`config.mk`:
```
export PLATFORM = sky130hd
export DESIGN_NAME = flag_unit
export DESIGN_NICKNAME = d
export VERILOG_FILES = /design/src/rtl/flag_unit.sv
export SDC_FILE = /design/constraint.sdc
export NUM_CORES = 1
export LEC_CHECK = 0
export BUFFER_PORTS_ARGS = -buffer_cell sky130_fd_sc_hd__clkbuf_2
export CAP_MARGIN = 20
export CORE_MARGIN = 3
export CORE_UTILIZATION = 31
export CTS_CLUSTER_DIAMETER = 150
export CTS_CLUSTER_SIZE = 24
export DETAILED_ROUTE_END_ITERATION = 12
export HOLD_SLACK_MARGIN = 0.05
export PLACE_DENSITY = 0.76
export SLEW_MARGIN = 20
export SYNTH_ARGS = -nofsm -noshare
export SYNTH_HDL_FRONTEND = slang
export SYNTH_SLANG_ARGS = --single-unit
```
`constraint.sdc`:
```
create_clock -name clk -period 1 [get_ports clk]
set_input_delay 0.15 -clock clk [delete_from_list [all_inputs] [get_ports clk]]
set_output_delay 0.15 -clock clk [all_outputs]
set_load 0.01 [all_outputs]
```
`src/rtl/flag_unit.sv`:
```
// flag_unit: NZVC producer; computes EX flags, carries them through M/W, commits to arch, forwards youngest.
// Ports: clk, rst_n (async active-low), stall freezes all state; ex_* describe the EX ALU op;
//   flush_ex kills the EX capture; wr_en/wr_flags is a direct architectural write at WB;
//   flags = forwarded {N,Z,V,C}, arch_flags = committed register, pending = setter in M or W.
module flag_unit #(
  parameter int DATASIZE = 64,
  parameter int FLAGSIZE = 4
) (
  input  logic                clk,
  input  logic                rst_n,
  input  logic                stall,
  input  logic                ex_valid,
  input  logic                ex_setflags,
  input  logic                ex_logic,
  input  logic                ex_sub,
  input  logic                ex_a_msb,
  input  logic                ex_b_msb,
  input  logic [DATASIZE-1:0] ex_result,
  input  logic                ex_carry,
  input  logic                flush_ex,
  input  logic                wr_en,
  input  logic [FLAGSIZE-1:0] wr_flags,
  output logic [FLAGSIZE-1:0] flags,
  output logic [FLAGSIZE-1:0] arch_flags,
  output logic                pending
);
  logic                valid_m, valid_w, cap, n, z, v, c;
  logic [FLAGSIZE-1:0] flags_m, flags_w, arch, fx;
  // b_msb is sampled before inversion, so fold the subtract back in to get the effective operand sign
  always_comb begin
    n   = ex_result[DATASIZE-1];
    z   = ~|ex_result;
    v   = ~ex_logic & (ex_a_msb == (ex_b_msb ^ ex_sub)) & (n != ex_a_msb);
    c   = ~ex_logic & ex_carry;
    fx  = {n, z, v, c};
    cap = ex_valid & ex_setflags & ~flush_ex;
  end
  always_ff @(posedge clk or negedge rst_n)
    if (!rst_n) begin
      valid_m <= 1'b0;
      valid_w <= 1'b0;
      flags_m <= '0;
      flags_w <= '0;
      arch    <= '0;
    end else if (!stall) begin
      valid_m <= cap;
      if (cap) flags_m <= fx;
      valid_w <= valid_m;
      flags_w <= flags_m;
      arch    <= wr_en ? wr_flags : (valid_w ? flags_w : arch);
    end
  assign flags      = valid_m ? flags_m : (valid_w ? flags_w : arch);
  assign arch_flags = arch;
  assign pending    = valid_m | valid_w;
endmodule
```
==> metrics.md, run 1 <==
| Metric | Value |
|---|---|
| Outcome | complete, but fails checks |
| Failing checks | negative setup slack |
| Critical path launch point type | flip-flop |
| Post-Synthesis Net Count | 169 |
| Fin. max-slew vios | 0 |
| Post-Syn Area | a little over 800 sq um |
| Largest family of logic cells by synthesized area | simple AND/OR/NAND/NOR gates |
| Final Critical Period | about 1.3 ns |
| Via/cell ratio | ~5.0 |
| Initial Util | about a third |
| Pwr per Cell Area | approximately 1100 mW/mm^2 |
| CP peak stage delay | 0.48 ns |
| Slew HR | about three quarters |
| Core area | ~0.0025 sq mm |
| Post-synth top area cell | dfrtp_1 |
| Post-synthesis register bit count | 14 |
| Critical-path maximum fanout | 6 |
| CTS Sinks | 14 |
| DIE WIDTH | between 50 and 60 um |
| Crit path DAT | 1.20 ns |
| Number of port buffers | a little under 90 |
| Hold Fails Final Rpt | 0 |
| P&R area growth vs syn | 79.12% |
| Cells after Synth | between 80 and 90 |
| Routed vias | between 1,000 and 1,500 |
| Die ar. | 0.003324 sq mm |
| LEAKAGE | between 0.7 and 0.8 nW |
| Min-delay worst type | input pin to flip-flop |
| Number of max-cap violations | 0 |
| Maximum ir drop on the vdd rail | between 500 and 600 uV |
| GRT Total Usage | about 18% |
| CP top delay family | flip-flops |
| Crit. End Element | output port |
| Commonest cells in the netlist | nor4_1 (15), dfrtp_1 (14), nand2_1 (12) |
| Vias in the first global route | 1,157 |
| Setup TNS Final | -2.443 ns |
| Post-route ant nets | 0 |
| HP Start | ex_logic |
| Yosys warns | 0 |
| CP required | between 0.8 and 0.9 ns |
| CTS Buf Count | 3 |
| Synth Area in XOR/XNOR | under 10% |
| Critical-path top delay cell | dfrtp_2 |
| WL/cell | 13.48 um |
| Synthesized area per cell | 9.293 sq um |
| Skew-Pair Late Insertion Delay | 0.27 ns |
| Crit path from | valid_w$_DFFE_PN0N_ |
| Reg2Reg Launch Point | valid_w$_DFFE_PN0N_ |
| Distinct cells, synth | 25 |
| Iter 0 DRT Violations | 14 |
| Post-synth EDFFs | 0 |
| DRC | 0 |
| # rows | 18 |
| CTS tree | built |
| Final Setup Violations | 11 |
| H-tree levels | 1 |
| Setup CP Type | flip-flop to output port |
| Detailed placement HPWL | roughly 2500 um |
| Die Y-Extent | between 50 and 60 um |
| Top-Level Pins | slightly below 90 |
| DRT Pass-1 Iters | 4 |
| GPL Wtd Cong | between 0.8 and 0.9 |
| Post-route setup slack | -0.3472 ns |
| RSZ-0062 raised after global routing | yes |
| Cell Count, Final, Fillers Out | ~220 |
| Final WL | roughly 2900 um |
| Critical-path cell list | buf_6 > a21oi_4 > o21ai_2 > buf_2 |
| Register area share after synthesis | approximately 42% |
| Post-synth top area share | 42.36% |
| Area contributors post-synth | dfrtp_1 (42%), nor4_1 (11%), mux2_2 (6.8%) |
| Register clock-pin slew on the reported worst setup and hold paths | around 0.090 ns |
| Async S/R FF share, synth | 100.0% |
| First-pass GRT wire length | 4616 um |
| Max Root-Sink Buffers | 2 |
| Cell count after placement | ~210 |
| Clock skew | 0.003894 ns |
| Antenna diodes | 0 |
| Post-synthesis adder-cell area fraction | 0% |
| WP buf/inv | 2 |
| Synth Area in Compound Gates | between 10 and 15% |
| Post-synthesis mux area share | a little under an eighth |
| Layout cells sized above 1 | between 60 and 70% |
| Total power | roughly 0.0017 W |
| Nets@finish | 268 |
| Antenna violations before repair | 0 |
| Ys flop type | dfrtp_1 |
| Most common cell in the netlist | nor4_1 |
| GR Overflow Total | 0 |
| Post-synthesis simple-gate area fraction | between 20% and 30% |
| Largest net degree at the start of global routing | 15 |
| FMAX | 742.3 MHz |
| Final worst path period share | 134.7% |
| Clock Root Buffer | clkbuf_4 |
| Measured slew at the worst slew-check pin | about 0.36 ns |
[state kept, by name (all words and copies together) (netlist names)]
signal and cells:
valid_m 1, valid_w 1, arch_flags 4, flags_w 4, flags_m 4
[cells in the final DEF, fill, tap and decap left out, types with 3 or more instances in the layout]
master,synthesis,routed
clkbuf_2,0,83
nor4_1,15,14
nand2_1,12,12
dfrtp_1,14,12
o21ai_1,10,8
buf_2,2,5
mux2_2,5,4
buf_6,0,4
mux2i_1,3,3
nand4_1,3,3
clkbuf_4,0,3
buf_4,0,3
[per-layer routing]
metal | vias to the layer above | wire, um | GRT usage, %
met5 | - | 0 | 0
met1 | 476 | 1027 | 18.42
li1 | 541 | - | -
met2 | 61 | 1551 | 34.68
met4 | 0 | 26 | 3.974
met3 | 4 | 320 | 4.232
[through the flow]
step	setup WS (ns)	util [%]	instance area, sq um	hold slack, ns
after global routing	-0.4287	59.26	1481	0.06656
final	-0.3472	59.26	1481	0.06281
after detailed placement	-0.2095	52.70	1318	0.07434
after CTS	-0.3379	58.06	1451	0.06414
after floorplan	-0.01574	-	830.8	-0.1456
after global placement	-0.1802	52.70	1318	0.06512
[power breakdown]
| group | switching [W] | internal, W |
|---|---|---|
| combinational | 0.000228 | 0.000322 |
| sequential | 0.0000702 | 0.000638 |
| clock | 0.000176 | 0.000221 |
[layout make-up]
cell class	instances	area, sq um
flip-flops and latches	14	352.8
clock buffers	4	36.28
fillers	234	1018
repair buffers	97	538.0
well taps	30	37.54
multi-input cells	71	513.0
inverters	1	3.754
[cell families (layout without fill, tap and decap cells)]
logic type / count (synthesis) / count (layout)
AND/OR/NAND/NOR: 42 / 42
AO/OA/AOI/OAI: 19 / 19
flip-flops: 14 / 14
multiplexers: 9 / 9
buffers and inverters: 4 / 102
XOR/XNOR: 1 / 1
[path summary, 6_finish.rpt]
path,to,slack (ns),depth (start not counted)
setup reg to reg,arch_flags[0]$_DFFE_PN0N_,-0.20,5
hold reg to reg,flags_m[3]$_DFFE_PN0P_,0.53,1
min in group asynchronous,flags_w[2]$_DFFE_PN0N_,0.32,2
setup / recovery,flags[3],-0.35,4
hold / removal,flags_m[1]$_DFFE_PN0P_,0.06,2
max in group asynchronous,valid_w$_DFFE_PN0N_,0.40,2
[repair_timing]
| item | in CTS | in global routing |
|---|---|---|
| buffers inserted | 5 | 1 |
| hold endpoints to repair | 14 | 0 |
| endpoints found under the setup margin | 9 | 12 |
| resized for setup | 15 | 11 |
| pin swaps | 3 | 2 |
| hold buffers | 1 | 0 |
No activity file was read; power rests on OpenSTA's default activity.
==> run 2: changes to the inputs <==
--- a/config.mk
+++ b/config.mk
@@ -14,6 +14,7 @@
 export DETAILED_ROUTE_END_ITERATION = 12
 export HOLD_SLACK_MARGIN = 0.05
 export PLACE_DENSITY = 0.76
+export SKIP_LAST_GASP = 1
 export SLEW_MARGIN = 20
 export SYNTH_ARGS = -nofsm -noshare
 export SYNTH_HDL_FRONTEND = slang
==> metrics.md, run 2 (same netlist as run 1, synthesis figures left out) <==
| Metric | Value |
|---|---|
| Via/cell ratio | 4.972 |
| Largest net degree at the start of global routing | 15 |
| Outcome | complete, but fails checks |
| RSZ-0062 raised after global routing | yes |
| Final Setup Violations | 11 |
| CTS Buf Count | 3 |
| Pwr per Cell Area | approximately 1100 mW/mm^2 |
| Routed vias | around 1,100 |
| Clock Root Buffer | clkbuf_4 |
| Vias in the first global route | 1,157 |
| Antenna violations before repair | 0 |
| R2R depth | 5 |
| Iter 0 DRT Violations | 18 |
| Min-delay worst type | input pin to flip-flop |
| Max Root-Sink Buffers | 2 |
| P&R area growth vs syn | 78.67% |
| DRT Pass-1 Iters | 4 |
| Slew HR | 76.42% |
| Die ar. | between 0.003 and 0.004 sq mm |
| Failing checks | negative setup slack |
| Crit path DAT | 1.20 ns |
| Maximum ir drop on the vdd rail | around 570 uV |
| CP required | approximately 0.85 ns |
| FMAX | about 740 MHz |
| Skew-Pair Late Insertion Delay | around 0.27 ns |
| Nets@finish | 268 |
| Fillers | 230 |
| Commonest non-fill, non-tap cells in the layout | clkbuf_2 (85), nor4_1 (14), nand2_1 (12), dfrtp_1 (12), o21ai_1 (8) |
| Antenna diodes | 0 |
| GRT Total Usage | between 15 and 20% |
| Register clock-pin slew on the reported worst setup and hold paths | ~0.09 ns |
| Number of port buffers | 88 |
| Setup CP Type | flip-flop to output port |
| Final Critical Period | between 1 and 1.5 ns |
| First-pass GRT wire length | between 4000 and 5000 um |
| Hold Fails Final Rpt | 0 |
| Post-route setup slack | -0.3472 ns |
| Critical-path maximum fanout | 6 |
| Crit. End Element | output port |
| Die Y-Extent | just under 60 um |
| Setup TNS Final | -2.457 ns |
| Critical path launch point type | flip-flop |
| Cell Count, Final, Fillers Out | between 200 and 250 |
| Core area | roughly 0.0025 sq mm |
| R2r setup slk | -0.20 ns |
| Clock skew | a little over 0.004 ns |
| Layout cells sized above 1 | between 60 and 70% |
| CTS tree | built |
| WL/cell | 13.50 um |
| Cell count after placement | about 210 |
| # rows | 18 |
| GR Overflow Total | 0 |
| Initial Util | about 33% |
| Fin. max-slew vios | 0 |
| LEAKAGE | 0.7593 nW |
| H-tree levels | 1 |
| Hold Path Depth | 2 |
| GPL Wtd Cong | between 0.8 and 0.9 |
| Number of max-cap violations | 0 |
| CTS Sinks | 14 |
| Final WL | 2929 um |
| Measured slew at the worst slew-check pin | around 0.35 ns |
| Register area | 352.8 sq um |
| DRC | 0 |
| Detailed placement HPWL | 2454 um |
| Multi-input logic area | about 510 sq um |
| Final worst path period share | 134.7% |
| Commonest non-fill, non-tap cell in the layout | clkbuf_2 |
| Post-route ant nets | 0 |
| Top-Level Pins | 89 |
| DIE WIDTH | between 50 and 60 um |
-- run 2: cell types whose count changed in the layout (fill, tap and decap cells not counted), sizes merged --
cell	delta
buf	-2
clkbuf	+2
-- run 2: layer usage --
metal / track usage, % / share of wire [%] / wire, um
met1: 18.28 / 35 / 1037
met2: 34.68 / 53 / 1554
met3: 4.232 / 11 / 310
met4: 3.974 / 0.89 / 26
met5: 0 / 0 / 0
-- run 2: power by group --
| group | switching [W] | leakage (nW) | internal (W) | total (W) |
|---|---|---|---|---|
| Combinational | 0.000228 | 0.560 | 0.000320 | 0.000548 |
| Clock | 0.000176 | 0.0210 | 0.000221 | 0.000397 |
| Sequential | 0.0000705 | 0.179 | 0.000638 | 0.000708 |
| Total | 0.000474 | 0.759 | 0.00118 | 0.00165 |
-- run 2: layout make-up --
cell class	count	share of cell area, %
clock buffer	4	2.456
inverter	1	0.2540
multi-input combinational	71	34.46
sequential	14	23.88
tap	30	2.540
timing repair buffer	97	36.41
-- run 2: path summary, 6_finish.rpt --
path,startpoint,to
hold reg to reg,arch_flags[1]$_DFFE_PN0N_,arch_flags[1]$_DFFE_PN0N_
setup / recovery,valid_w$_DFFE_PN0N_,flags[3]
min in group asynchronous,rst_n,flags_w[2]$_DFFE_PN0N_
hold / removal,ex_logic,flags_m[1]$_DFFE_PN0P_
setup reg to reg,valid_w$_DFFE_PN0N_,arch_flags[0]$_DFFE_PN0N_
max in group asynchronous,rst_n,valid_m$_DFFE_PN0N_
-- run 2: repair_timing --
item | 4_1_cts | 5_1_grt
resized for setup | 13 | 11
hold buffers | 1 | 0
setup buffers | 5 | 1
hold endpoints to repair | 14 | 0
setup endpoints to repair | 9 | 12
pin swaps | 3 | 2
-- run 2: critical path, stage by stage (launching register included) --
cell and delay (ns):
dfrtp_2 0.48, buf_6 0.15, a21oi_4 0.11, o21ai_2 0.06, buf_2 0.13
-- run 2: metrics by stage --
step	hold slack (ns)	power [W]	area, sq um	setup WS [ns]	util (%)
after floorplan	-0.1456	0.0008870	830.8	-0.01574	-
after global placement	0.06512	0.001144	1318	-0.1802	52.70
after detailed placement	0.07434	0.001164	1318	-0.2095	52.70
after CTS	0.06414	0.001623	1446	-0.3379	57.86
after global routing	0.06656	0.001750	1478	-0.4271	59.11
final	0.06251	0.001653	1478	-0.3472	59.11
==> run 3: changes to the inputs <==
--- a/config.mk
+++ b/config.mk
@@ -13,7 +13,7 @@
 export CTS_CLUSTER_SIZE = 24
 export DETAILED_ROUTE_END_ITERATION = 12
 export HOLD_SLACK_MARGIN = 0.05
-export PLACE_DENSITY = 0.76
+export PLACE_DENSITY_LB_ADDON = 0.2
 export SKIP_LAST_GASP = 1
 export SLEW_MARGIN = 20
 export SYNTH_ARGS = -nofsm -noshare
==> metrics.md, run 3 (same netlist as run 1, synthesis figures left out) <==
| Metric | Value |
|---|---|
| Die Y-Extent | around 58 um |
| First-pass GRT wire length | roughly 4600 um |
| Nets@finish | between 200 and 300 |
| Crit path DAT | ~1.2 ns |
| Critical-path top delay cell | dfrtp_2 |
| Layout cells sized above 1 | 62.37% |
| Reg2Reg Launch Point | valid_w$_DFFE_PN0N_ |
| Commonest non-fill, non-tap cell in the layout | clkbuf_2 |
| CP peak stage delay | approximately 0.49 ns |
| DRC | 0 |
| WHS | 0.06537 ns |
| Via/cell ratio | around 5 |
| Detailed placement HPWL | between 2000 and 2500 um |
| DIE WIDTH | roughly 58 um |
| Largest net degree at the start of global routing | 15 |
| Cell count after placement | a little over 200 |
| Failing checks | negative setup slack |
| GR Overflow Total | 0 |
| CTS tree | built |
| H-tree levels | 1 |
| Place WS | -0.2118 ns |
| Design area | around 0.0014 sq mm |
| FMAX | 729.4 MHz |
| RSZ-0062 raised after global routing | yes |
| Skew-Pair Late Insertion Delay | roughly 0.28 ns |
| Number of max-cap violations | 0 |
| Final Setup Violations | 10 |
| Post-DP Area | 0.001318 sq mm |
| Measured slew at the worst slew-check pin | around 0.36 ns |
| Routed vias | 1,088 |
| Post-route ant nets | 0 |
| GRT Total Usage | 17.40% |
| Fillers | 250 |
| Clock Root Buffer | clkbuf_4 |
| P&R area growth vs syn | 74.13% |
| LEAKAGE | 0.7442 nW |
| Initial Util | around 33% |
| Slew HR | 75.89% |
| Final Critical Period | ~1.4 ns |
| Critical-path maximum fanout | 6 |
| CTS Sinks | 14 |
| Setup TNS Final | -2.314 ns |
| Antenna violations before repair | 0 |
| HP Start | ex_logic |
| Top-Level Pins | between 80 and 90 |
| Setup CP Type | flip-flop to output port |
| CP required | about 0.85 ns |
| Register clock-pin slew on the reported worst setup and hold paths | approximately 0.080 ns |
| Final WL | a little under 3000 um |
| Crit path from | valid_w$_DFFE_PN0N_ |
| Min-delay worst type | input pin to flip-flop |
| Crit. End Element | output port |
| WL/cell | approximately 14 um |
| Maximum ir drop on the vdd rail | 902.2 uV |
| Critical-path cell list | buf_6 > a21oi_4 > o21ai_2 > buf_2 |
| Core area | between 0.002 and 0.0025 sq mm |
| Max Root-Sink Buffers | 2 |
| Vias in the first global route | between 1,000 and 1,500 |
| Fin. max-slew vios | 0 |
| Commonest non-fill, non-tap cells in the layout | clkbuf_2 (86), nand2_1 (12), nor4_1 (12), dfrtp_1 (12), o21ai_1 (8) |
| # rows | 18 |
| Critical path launch point type | flip-flop |
| Pwr per Cell Area | 1057 mW/mm^2 |
| Final worst path period share | 137.1% |
| Iter 0 DRT Violations | 22 |
| Clock skew | 0.004602 ns |
| CTS Buf Count | 3 |
| GPL Wtd Cong | between 0.7 and 0.8 |
| Cell Count, Final, Fillers Out | 216 |
| Hold Fails Final Rpt | 0 |
| Post-route setup slack | -0.3710 ns |
| Outcome | complete, but fails checks |
| Antenna diodes | 0 |
| Die ar. | roughly 0.0033 sq mm |
| Number of port buffers | 88 |
| DRT Pass-1 Iters | 4 |
-- run 3: changes by cell type in the layout (fill, tap and decap cells not counted), moves of 2 or more --
cell / delta
buf_6: -3
nor4_1: -2
buf_4: +3
nor4_2: +2
-- run 3: final timing paths --
| kind | endpoint | slack [ns] | cells past startpoint |
|---|---|---|---|
| min in group asynchronous | arch_flags[3]$_DFFE_PN0N_ | 0.31 | 2 |
| max | flags[3] | -0.37 | 4 |
| max in group asynchronous | valid_m$_DFFE_PN0N_ | 0.41 | 2 |
| max reg2reg | arch_flags[2]$_DFFE_PN0N_ | -0.15 | 4 |
| min reg2reg | flags_m[1]$_DFFE_PN0P_ | 0.51 | 2 |
| min | flags_m[1]$_DFFE_PN0P_ | 0.07 | 2 |
-- run 3: power breakdown --
group	internal [W]	switching (W)	leakage, nW	total, W
sequential	0.000638	0.0000733	0.179	0.000711
combinational	0.000283	0.000213	0.552	0.000496
clock	0.000139	0.000176	0.0138	0.000315
total	0.00106	0.000462	0.744	0.00152
-- run 3: layout make-up --
class / count / area, sq um / area share (%)
clock buffer: 3 / 22.52 / 1.564
multi-input combinational: 71 / 511.7 / 35.53
timing repair buffer: 97 / 511.7 / 35.53
sequential: 14 / 352.8 / 24.50
tap: 30 / 37.54 / 2.606
inverter: 1 / 3.754 / 0.2606
-- run 3: worst max-delay path, delay by kind of cell (launching register included) --
family,cells,cell delay [ns]
flops,1,0.49
buf+inv,2,0.29
compound gates,2,0.17
-- run 3: what timing repair did --
item / CTS / global route
resized for setup: 6 / 11
setup endpoints to repair: 8 / 11
setup buffers: 3 / 2
hold buffers: 1 / 0
endpoints found under the hold margin: 14 / 0
pin swaps: 0 / 4
-- run 3: through the flow --
stage	power [W]	utilization (%)
2_1_floorplan	0.0008870	-
4_1_cts	0.001494	55.41
5_1_grt	0.001626	57.61
3_5_place_dp	0.001154	52.70
3_3_place_gp	0.001135	52.70
6_report	0.001522	57.61
-- run 3: routing by layer --
layer,track usage (%),routed length [um],vias to the layer above,part of all wire [%]
met3,3.118,257,6,8.7
met2,32.26,1601,62,54
met5,0,0,-,0
met4,6.623,46,0,1.6
met1,19.55,1050,479,36
li1,-,-,541,-
